`src/rtl/imm_encode_loader.sv`:
```
// rtl/imm_encode_loader.sv - immediate field encoder and sequential instruction-memory word loader
module imm_encode_loader #(
    parameter logic [31:0] BASE_ADDR = 32'h0000_0000,
    parameter int unsigned DEPTH     = 64,
    localparam int unsigned CW       = $clog2(DEPTH + 1)
) (
    input  logic          clk,
    input  logic          rst,
    input  logic          in_valid,
    output logic          in_ready,
    input  logic [1:0]    in_imm_src,
    input  logic [31:0]   in_imm,
    input  logic [31:0]   in_base,
    output logic          wr_en,
    output logic [31:0]   wr_addr,
    output logic [31:0]   wr_data,
    output logic [CW-1:0] count,
    output logic          full,
    output logic          err,
    output logic [7:0]    err_count
);

    typedef enum logic [1:0] {
        S_IDLE  = 2'd0,
        S_ENC   = 2'd1,
        S_WRITE = 2'd2,
        S_FULL  = 2'd3
    } state_t;

    localparam logic [1:0] FMT_I = 2'b00;
    localparam logic [1:0] FMT_S = 2'b01;
    localparam logic [1:0] FMT_B = 2'b10;
    localparam logic [1:0] FMT_J = 2'b11;

    state_t      state, state_nxt;
    logic [1:0]  src_q;
    logic [31:0] imm_q;
    logic [31:0] base_q;
    logic        imm_ok;
    logic [31:0] enc_word;
    logic        capture;
    logic        load_word;
    logic        reject;
    logic        commit;

    always_ff @(posedge clk) begin
        if (rst) begin
            state <= S_IDLE;
        end else begin
            state <= state_nxt;
        end
    end

    always_comb begin
        state_nxt = state;
        in_ready  = 1'b0;
        capture   = 1'b0;
        load_word = 1'b0;
        reject    = 1'b0;
        commit    = 1'b0;
        case (state)
            S_IDLE: begin
                in_ready = 1'b1;
                if (in_valid) begin
                    capture   = 1'b1;
                    state_nxt = S_ENC;
                end
            end
            S_ENC: begin
                if (imm_ok) begin
                    load_word = 1'b1;
                    state_nxt = S_WRITE;
                end else begin
                    reject    = 1'b1;
                    state_nxt = S_IDLE;
                end
            end
            S_WRITE: begin
                commit    = 1'b1;
                state_nxt = (count == CW'(DEPTH - 1)) ? S_FULL : S_IDLE;
            end
            S_FULL: begin
                state_nxt = S_FULL;
            end
            default: begin
                state_nxt = S_IDLE;
            end
        endcase
    end

    // Range check is a sign-extension test on the bits above the field's top bit.
    always_comb begin
        imm_ok   = 1'b0;
        enc_word = base_q;
        case (src_q)
            FMT_I: begin
                imm_ok   = (imm_q[31:11] == {21{imm_q[11]}});
                enc_word = {imm_q[11:0], base_q[19:0]};
            end
            FMT_S: begin
                imm_ok   = (imm_q[31:11] == {21{imm_q[11]}});
                enc_word = {imm_q[11:5], base_q[24:12], imm_q[4:0], base_q[6:0]};
            end
            FMT_B: begin
                imm_ok   = (imm_q[31:12] == {20{imm_q[12]}}) && !imm_q[0];
                enc_word = {imm_q[12], imm_q[10:5], base_q[24:12], imm_q[4:1],
                            imm_q[11], base_q[6:0]};
            end
            FMT_J: begin
                imm_ok   = (imm_q[31:20] == {12{imm_q[20]}}) && !imm_q[0];
                enc_word = {imm_q[20], imm_q[10:1], imm_q[11], imm_q[19:12],
                            base_q[11:0]};
            end
            default: begin
                imm_ok   = 1'b0;
                enc_word = base_q;
            end
        endcase
    end

    always_ff @(posedge clk) begin
        if (rst) begin
            src_q     <= 2'b00;
            imm_q     <= 32'd0;
            base_q    <= 32'd0;
            wr_en     <= 1'b0;
            wr_addr   <= BASE_ADDR;
            wr_data   <= 32'd0;
            count     <= '0;
            err       <= 1'b0;
            err_count <= 8'd0;
        end else begin
            wr_en <= load_word;
            if (capture) begin
                src_q  <= in_imm_src;
                imm_q  <= in_imm;
                base_q <= in_base;
            end
            if (load_word) begin
                wr_data <= enc_word;
            end
            // wr_addr tracks BASE_ADDR + 4*count so the write strobe needs no adder.
            if (commit) begin
                count   <= count + CW'(1);
                wr_addr <= wr_addr + 32'd4;
            end
            if (reject) begin
                err <= 1'b1;
                if (err_count != 8'hFF) begin
                    err_count <= err_count + 8'd1;
                end
            end
        end
    end

    assign full = (count == CW'(DEPTH));

endmodule

```
`config.mk`:
```
export PLATFORM = sky130hd
export DESIGN_NAME = imm_encode_loader
export DESIGN_NICKNAME = d
export VERILOG_FILES = /design/src/rtl/imm_encode_loader.sv
export SDC_FILE = /design/constraint.sdc
export NUM_CORES = 1
export LEC_CHECK = 0
export CAP_MARGIN = 30
export CORE_MARGIN = 8
export CORE_UTILIZATION = 43
export CTS_BUF_LIST = sky130_fd_sc_hd__clkbuf_2 sky130_fd_sc_hd__clkbuf_4 sky130_fd_sc_hd__clkbuf_8
export DETAILED_ROUTE_END_ITERATION = 8
export GPL_TIMING_DRIVEN = 0
export HOLD_SLACK_MARGIN = 0.15
export PLACE_DENSITY = 0.72
export SLEW_MARGIN = 20
export SYNTH_ARGS = -nofsm -noshare
export SYNTH_HDL_FRONTEND = slang
export SYNTH_SLANG_ARGS = --single-unit
```
`constraint.sdc`:
```
create_clock -name clk -period 3.7 [get_ports clk]
set_input_delay 0.74 -clock clk [delete_from_list [all_inputs] [get_ports clk]]
set_output_delay 0.74 -clock clk [all_outputs]
set_load 0.01 [all_outputs]
```
Word-level counts from Yosys, hierarchy flattened
Cells that the tools add are included.
W data, S select, Z words.
{"block": "word_totals", "output_inout_bits": 83, "input_bits": 69, "word_cells": 47, "register_bits": 142}
{"block": "classes", "reduce_logical": 7, "n_eq_ne": 13, "muxes": 14, "add_sub_neg": 3}
{"op": "$pmux W32 S4", "count": 1}
{"op": "$add A32 B3 Y32 const B", "count": 1}
{"op": "$eq A20 B20 Y1", "count": 1}
{"op": "$eq A19 B19 Y1", "count": 1}
{"op": "$eq A11 B11 Y1", "count": 1}
{"op": "$add A8 B1 Y8 const B", "count": 1}
{"op": "$eq A2 B2 Y1 const B", "count": 4}
{"op": "$mux W1", "count": 8}
{"op": "$ne A8 B8 Y1 const B", "count": 1}
{"op": "$pmux W2 S4", "count": 1}
{"op": "$add A7 B1 Y7 const B", "count": 1}
{"op": "$eq A7 B6 Y1 const B", "count": 1}
{"op": "$eq A7 B7 Y1 const B", "count": 1}
{"op": "$mux W2", "count": 3}
{"op": "$eq A2 B1 Y1 const B", "count": 2}
{"op": "$logic_not A2 Y1", "count": 2}
{"op": "$pmux W1 S3", "count": 1}
{"op": "$logic_and A1 B1 Y1", "count": 2}
{"op": "$ne A2 B2 Y1 const B", "count": 1}
{"op": "$reduce_and A2 Y1", "count": 1}
{"op": "$reduce_or A2 Y1", "count": 1}
{"op": "$logic_not A1 Y1", "count": 1}

Depth between registers and ports, before layout
Gate-level depths: netlist of run 1.
{"block": "logic_depth", "ltp_word": 6, "ltp_mapped": 10, "mapped_depth_nobuf": 8}

Worst setup path before layout of run 1
Ideal clock, no wire load.
{"block": "synth_timing", "path_type": "register to register", "from": "reg wr_addr[2]", "to": "reg wr_addr[26]", "path_slack_ns": 1.767, "path_buffers": 1, "t_required_ns": 3.630, "synth_period_minus_slack_ns": 1.933, "path_stages_with_launch": 8, "setup_ns": 0.070, "arrival_ns": 1.862, "path_cell_list": "dfxtp_1 > ha_1 > inv_1 > or3_1 > or3_1 > buf_2 > or3_1 > a21oi_1"}
{"block": "synth_via", "elab_chain_cells": 1}
{"item": "start: declaration", "line": "15", "text": "output logic [31:0] wr_addr,"}
{"item": "start signal: assignment", "line": "145", "text": "wr_addr <= wr_addr + 32'd4;"}
{"item": "$add A32 B3 Y32", "line": "145"}
Every way passes these cells.
A chain may end at the register's enable or synchronous reset.

Final worst setup path of run 1
{"block": "layout_timing", "from": "reg count[2]", "to": "out full"}
{"block": "layout_via", "elab_chain_cells": 1}
{"item": "start: declaration", "line": "17", "text": "output logic [CW-1:0] count,"}
{"item": "start signal: assignment", "line": "144", "text": "count <= count + CW'(1);"}
{"item": "$eq A7 B7 Y1", "line": "156", "text": "assign full = (count == CW'(DEPTH));"}
{"item": "end: declaration", "line": "18", "text": "output logic full,"}
Every way passes these cells.

==> results of run 1 <==
[cell type report]
cell class              count  share of cell area
inverters                   9             0.00437
clock buffers              31              0.0487
well taps                 176              0.0285
multi-input cells         498               0.348
flip-flops and latches    140               0.362
repair buffers            141               0.182
plain buffers              43              0.0260
[power by group through the flow]
stage | clock network [mW] | registers [mW] | logic (mW)
after floorplan | 0 | 1.63 | 0.177
after global placement | 0 | 1.63 | 0.324
after detailed placement | 0 | 1.63 | 0.331
after CTS | 1.18 | 1.60 | 0.332
after global routing | 1.24 | 1.61 | 0.362
final | 1.16 | 1.60 | 0.329
[routing by layer]
metal	track usage	up-vias	wire (um)
met5	0	-	0
met4	0.0785	0	314
met2	0.316	148	7730
met1	0.211	2468	7030
met3	0.0511	25	886
li1	-	2632	-
[state kept, by name, summed over array words and instances, names as in the netlist]
signal,count
state,2
wr_addr,30
wr_en,1
imm_q,32
err,1
base_q,25
err_count,8
wr_data,32
src_q,2
count,7
[placed cells by master, fill, tap and decap left out, types with 3 or more instances in the layout]
master           synthesis  routed
and2_1                   3       3
and4_1                   4       4
or3_1                    9       9
nand2_1                161     161
o21ai_0                 12      12
inv_1                    9       9
a211oi_1                17      17
buf_2                    5       5
clkbuf_1                26      26
nand4_1                 14      14
xor2_1                  15      15
ha_1                     4       4
clkbuf_8                 0      23
a21oi_1                 88      88
nor2b_1                  3       3
o211ai_1                 3       3
clkbuf_4                 0       8
buf_1                    5       5
and3_1                   6       6
nor4_1                   4       4
xnor2_1                 17      17
mux2i_1                 20      20
buf_4                    5       5
nor3_1                   6       6
nand3_1                 19      19
dfxtp_1                140     140
clkdlybuf4s50_1          0     141
nor2_1                  70      70
[worst max-delay path: cells and delay by family (launching register included)]
kind / cells / cell delay, ps
buffers and inverters: 1 / 540
flip-flops: 1 / 370
AND/OR/NAND/NOR: 2 / 480
[cells by family (layout without fill, tap and decap cells)]
kind of cell,after synthesis,in the layout,synth area share
AND/OR/NAND/NOR,310,310,0.243
flip-flops,140,140,0.490
AO/OA/AOI/OAI,129,129,0.130
buffers and inverters,52,224,0.0411
XOR/XNOR,32,32,0.0490
multiplexers,21,21,0.0369
adder cells (fa/ha/maj),4,4,0.00874
other,1,2,0.000655
[worst max path at each step]
stage | startpoint | slack, ps | end | cells after the start
6_report | count[2]$_SDFFE_PP0P_ | 1140 | full | 3
5_1_grt | count[2]$_SDFFE_PP0P_ | 1050 | full | 3
4_1_cts | count[2]$_SDFFE_PP0P_ | 1120 | full | 3
3_5_place_dp | in_valid | 1040 | imm_q[20]$_SDFFE_PP0P_ | 7
3_3_place_gp | in_valid | 1070 | imm_q[20]$_SDFFE_PP0P_ | 7
2_1_floorplan | wr_addr[2]$_SDFFE_PP0P_ | 1770 | wr_addr[26]$_SDFFE_PP0P_ | 7
[metrics by stage]
step           power [mW]  area, sq um  setup WS (ps)  std cells
2_1_floorplan        1.81         5730           1770        690
5_1_grt              3.21         7740           1050       1038
3_5_place_dp         1.96         7360           1040       1007
6_report             3.09         7740           1140       1038
3_3_place_gp         1.96         7360           1070       1007
4_1_cts              3.12         7740           1120       1038
==> results.sh, run 1 <==
export IMPL_hold_violations=0
export IMPL_rrSetupSlack_ps=1490
export IMPL_ys_types=45
export IMPL_clock_sinks=140
export IMPL_io_buffer_count=141
export IMPL_die_w_um=131
export IMPL_postSynthAreaPerCell_sq_um=8.31
export IMPL_setup_viol=0
export IMPL_ios=152
export IMPL_drcViolationCount=0
export IMPL_seq_power_share=0.518
export IMPL_cts_root_buf="clkbuf_8"
export IMPL_initial_utilization=0.436
export IMPL_ff2ff_path_depth=9
export IMPL_skew_ps=6.17
export IMPL_yosys_area_top_type_share=0.490
export IMPL_vdd_drop_max_v=0.000191
export IMPL_grt_pass1_vias=5212
export IMPL_slew_headroom=0.533
export IMPL_critical_path_class="register to output port"
export IMPL_ant_nets=0
export IMPL_yosysWarnings=0
export IMPL_routabilityCongestion=0.804
export IMPL_drt_pass1_iterations=5
export IMPL_fill_cells=1186
export IMPL_worst_pin_slew_ps=700
export IMPL_fp_row_count=42
export IMPL_seqCellArea_sq_mm=0.00280
export IMPL_fmax_mhz=391
export IMPL_finalWorstPathRequiredPeriod_ps=2560
export IMPL_hold_path_end="wr_data[3]$_SDFFE_PP0P_"
export IMPL_vias=5273
export IMPL_path_cells="nor4_1, and3_1, clkdlybuf4s50_1"
export IMPL_ys_seq_area_frac=0.490
export IMPL_leakagePower_nw=2.81
export IMPL_post_cts_setup_buffers=0
export IMPL_worst_r2r_startpoint="src_q[0]$_SDFFE_PP0P_"
export IMPL_maxSlewViolCount=0
export IMPL_cts_tree="yes"
export IMPL_p_switching_mw=0.746
export IMPL_hold_path_class="register to register"
export IMPL_hold_slack_ps=455
export IMPL_die_h_um=131
export IMPL_cap_violations=0
export IMPL_r2r_end="wr_data[29]$_SDFFE_PP0P_"
export IMPL_syn_inst=689
export IMPL_power_density_mw_per_mm2=400
export IMPL_netlist_area_sq_mm=0.00572
export IMPL_wl_per_cell_um=15.4
export IMPL_comb_power_share=0.107
export IMPL_cts_max_level=4
export IMPL_clockBufferDepth=2
export IMPL_slowest_delay_ps=540
export IMPL_wl_mm=16.0
export IMPL_area_delta_synth_final_pct=35.1
export IMPL_cts_hold_buf=0
export IMPL_clkPwrFrac=0.376
export IMPL_vias_per_cell=5.08
export IMPL_min_from="base_q[3]$_SDFFE_PP0P_"
export IMPL_fin_crit_sh=0.692
export IMPL_dr_first_iter_drc_count=221
export IMPL_critPathRequiredTime_ps=2960
export IMPL_crit_path_start_kind="register"
export IMPL_grt_pass1_wl_mm=25.9
export IMPL_p_int_mw=2.35
export IMPL_crit_path_top_delay_cell="clkdlybuf4s50_1"
export IMPL_core_sq_mm=0.0131
export IMPL_nets=923
export IMPL_path_max_fanout=6
export IMPL_synth_most_common_cell="nand2_1"
export IMPL_async_reset_ff_frac=0
export IMPL_cts_resized=0
export IMPL_path_clk_slew_ps=70
export IMPL_setup_tns_final_ps=0
export IMPL_grt_remaining_overflow=0
export IMPL_synth_edf_count=0
export IMPL_diodes=0
export IMPL_multi_input_area_sq_mm=0.00269
export IMPL_critPathArrivalTime_ps=1820
export IMPL_dieArea_sq_mm=0.0173
export IMPL_grt_max_degree=17
export IMPL_grt_usage=0.184
export IMPL_dp_hpwl_mm=12.2
export IMPL_yosysTopAreaCell="dfxtp_1"
export IMPL_utilization=0.589
export IMPL_grt_antenna_before_repair=0
export IMPL_numCtsBuffers=17
export IMPL_synthTopCellsByCount="161 x nand2_1, 140 x dfxtp_1, 88 x a21oi_1"
export IMPL_synthTopCellsByArea="dfxtp_1 49%, nand2_1 11%, a21oi_1 7.7%"
export IMPL_rsz0062_at_grt="no"
export IMPL_status="finished, final reports clean"
export IMPL_drive_gt1_frac=0.0638
export IMPL_worstSetupEndpointType="output port"
export IMPL_switching_share=0.241
export IMPL_clk_latency_ps=440
export IMPL_yosys_most_used_dff="dfxtp_1"
export IMPL_hold_path_depth=2
export IMPL_yosys_register_bits=140
No activity file was read; power rests on OpenSTA's default activity.
==> run 2: changes to the inputs <==
==> constraint.sdc (replaced) <==
create_clock -name clk -period 2.6 [get_ports clk]
set_input_delay 0.52 -clock clk [delete_from_list [all_inputs] [get_ports clk]]
set_output_delay 0.52 -clock clk [all_outputs]
set_load 0.01 [all_outputs]
==> results of run 2 <==
Same layout as run 1 (identical final DEF). Status: finished, final reports clean.
Among the figures that moved: setup slack after placement 1040 ps -> 161 ps; setup slack after layout 1140 ps -> 261 ps; register-to-register setup slack 1490 ps -> 390 ps; total power 3.09 mW -> 4.40 mW; worst IR drop on VDD 0.000191 V -> 0.000272 V
==> run 3: changes to the inputs <==
--- a/config.mk
+++ b/config.mk
@@ -6,14 +6,13 @@
 export NUM_CORES = 1
 export LEC_CHECK = 0
 export CAP_MARGIN = 30
-export CORE_MARGIN = 8
+export CORE_MARGIN = 2
 export CORE_UTILIZATION = 43
 export CTS_BUF_LIST = sky130_fd_sc_hd__clkbuf_2 sky130_fd_sc_hd__clkbuf_4 sky130_fd_sc_hd__clkbuf_8
 export DETAILED_ROUTE_END_ITERATION = 8
 export GPL_TIMING_DRIVEN = 0
 export HOLD_SLACK_MARGIN = 0.15
 export PLACE_DENSITY = 0.72
-export SLEW_MARGIN = 20
 export SYNTH_ARGS = -nofsm -noshare
 export SYNTH_HDL_FRONTEND = slang
 export SYNTH_SLANG_ARGS = --single-unit
==> run 3 against run 2 <==
Net effect: via count down 1.1%; combinational power about the same; worst setup slack worse by 36 ps; sequential cell count unchanged; non-clock buffer count unchanged.
==> results.sh, run 3 (same netlist as run 1, synthesis figures left out) <==
export IMPL_drive_gt1_frac=0.0627
export IMPL_startpoint="count[2]$_SDFFE_PP0P_"
export IMPL_power_density_mw_per_mm2=592
export IMPL_grt_max_degree=17
export IMPL_wl_per_cell_um=14.4
export IMPL_core_sq_mm=0.0131
export IMPL_cts_root_buf="clkbuf_8"
export IMPL_ios=152
export IMPL_worst_r2r_startpoint="src_q[0]$_SDFFE_PP0P_"
export IMPL_clockBufferDepth=2
export IMPL_vias=5215
export IMPL_switching_share=0.235
export IMPL_r2r_end="wr_data[27]$_SDFFE_PP0P_"
export IMPL_wl_met3_um=883
export IMPL_critical_path_class="register to output port"
export IMPL_grt_antenna_before_repair=0
export IMPL_finalWorstPathRequiredPeriod_ps=2380
export IMPL_p_total_mw=4.61
export IMPL_rsz0062_at_grt="no"
export IMPL_grt_usage=0.212
export IMPL_nets=923
export IMPL_initial_utilization=0.436
export IMPL_slew_headroom=0.564
export IMPL_crit_path_start_kind="register"
export IMPL_p_int_mw=3.53
export IMPL_seq_power_share=0.494
export IMPL_hold_violations=0
export IMPL_status="finished, final reports clean"
export IMPL_critPathArrivalTime_ps=1860
export IMPL_diodes=0
export IMPL_wl_met2_mm=7.27
export IMPL_setup_viol=0
export IMPL_dr_first_iter_drc_count=315
export IMPL_dp_cells=1007
export IMPL_hold_path_class="register to register"
export IMPL_clock_sinks=140
export IMPL_path_cells="nor4_1, and3_1, clkdlybuf4s50_1"
export IMPL_top_layer="met4"
export IMPL_placed_cell_area_sq_mm=0.00736
export IMPL_path_clk_slew_ps=80
export IMPL_clk_latency_ps=450
export IMPL_critPathRequiredTime_ps=2080
export IMPL_skew_ps=13.5
export IMPL_wl_mm=15.0
export IMPL_cts_max_level=4
export IMPL_comb_power_share=0.101
export IMPL_worst_pin_slew_ps=654
export IMPL_die_h_um=119
export IMPL_ff2ff_path_depth=9
export IMPL_fin_crit_sh=0.914
export IMPL_dieArea_sq_mm=0.0143
export IMPL_cts_tree="yes"
export IMPL_grt_remaining_overflow=0
export IMPL_mostFrequentLayoutCell="nand2_1"
export IMPL_top_regs="imm_q: 32 flops, wr_data: 32 flops, wr_addr: 30 flops"
export IMPL_stdcell_area_sq_mm=0.00779
export IMPL_cts_hold_buf=0
export IMPL_fp_row_count=42
export IMPL_drcViolationCount=0
export IMPL_numCtsBuffers=17
export IMPL_grt_pass1_vias=5008
export IMPL_setup_tns_final_ps=0
export IMPL_final_cell_mix="161 x nand2_1, 141 x clkdlybuf4s50_1, 140 x dfxtp_1"
export IMPL_cts_resized=0
export IMPL_drt_pass1_iterations=5
export IMPL_slowest_delay_ps=550
export IMPL_die_w_um=119
export IMPL_area_delta_synth_final_pct=36.0
export IMPL_crit_path_end="full"
export IMPL_fmax_mhz=421
export IMPL_crit_path_top_delay_cell="clkdlybuf4s50_1"
export IMPL_p_switching_mw=1.08
export IMPL_vdd_drop_max_v=0.000371
export IMPL_worstSetupEndpointType="output port"
export IMPL_routabilityCongestion=0.793
export IMPL_dp_hpwl_mm=11.2
export IMPL_stdcell_count=1037
export IMPL_path_max_fanout=6
export IMPL_rrSetupSlack_ps=380
export IMPL_grt_pass1_wl_mm=23.8
export IMPL_met1Wirelength_mm=6.63
export IMPL_ant_nets=0
export IMPL_clkPwrFrac=0.405
export IMPL_cap_violations=0
export IMPL_leakagePower_nw=2.83
export IMPL_io_buffer_count=141
export IMPL_maxSlewViolCount=0
export IMPL_post_cts_setup_buffers=0
export IMPL_vias_per_cell=5.03
[run 3: changes by cell type in the layout (fill, tap and decap cells not counted), sizes merged]
cell	previous run	this run
clkinv	0	3
bufinv	0	3
clkbuf	57	50
[run 3: how the worst min path moves through the flow]
stage,start,endpoint,slack (ps),depth (start not counted)
floorplan,base_q[0]$_SDFFE_PP0P_,wr_data[0]$_SDFFE_PP0P_,430,2
global placement,base_q[4]$_SDFFE_PP0P_,wr_data[4]$_SDFFE_PP0P_,440,2
detailed placement,imm_q[10]$_SDFFE_PP0P_,wr_data[30]$_SDFFE_PP0P_,440,2
CTS,rst,err_count[5]$_SDFFE_PP0P_,450,3
global route,imm_q[10]$_SDFFE_PP0P_,wr_data[30]$_SDFFE_PP0P_,470,2
finish,base_q[1]$_SDFFE_PP0P_,wr_data[1]$_SDFFE_PP0P_,450,2
[run 3: worst max-delay path: cells and delay by family (launching register included)]
| family | cells | cell delay (ps) |
|---|---|---|
| buffers and inverters | 1 | 550 |
| and+or+nand+nor | 2 | 490 |
| DFF | 1 | 380 |
[run 3: area by class of cell]
class / instances / area, sq um
Fill cell: 1188 / 5350
Sequential cell: 140 / 2800
Multi-Input combinational cell: 498 / 2690
Timing Repair Buffer: 141 / 1410
Clock buffer: 24 / 318
Tap cell: 176 / 220
Buffer: 43 / 201
Clock inverter: 6 / 109
Inverter: 9 / 33.8
[run 3: layer usage]
| layer | GRT usage | vias up |
|---|---|---|
| met5 | 0 | - |
| met4 | 0.0831 | 0 |
| met3 | 0.0517 | 16 |
| met2 | 0.359 | 135 |
| met1 | 0.260 | 2427 |
| li1 | - | 2637 |
[run 3: power by group through the flow]
stage	Clock, mW	Combinational [mW]	Sequential (mW)
floorplan	0	0.252	2.32
global placement	0	0.459	2.32
detailed placement	0	0.468	2.33
CTS	1.90	0.469	2.28
global route	1.98	0.512	2.28
finish	1.87	0.467	2.28
[run 3: metrics by stage]
step / hold WS [ps] / setup slack, ps / util
after floorplan: 432 / 667 / -
after global placement: 436 / 195 / 0.560
after detailed placement: 444 / 167 / 0.560
after CTS: 453 / 188 / 0.593
after global routing: 471 / 116 / 0.593
final: 450 / 225 / 0.593
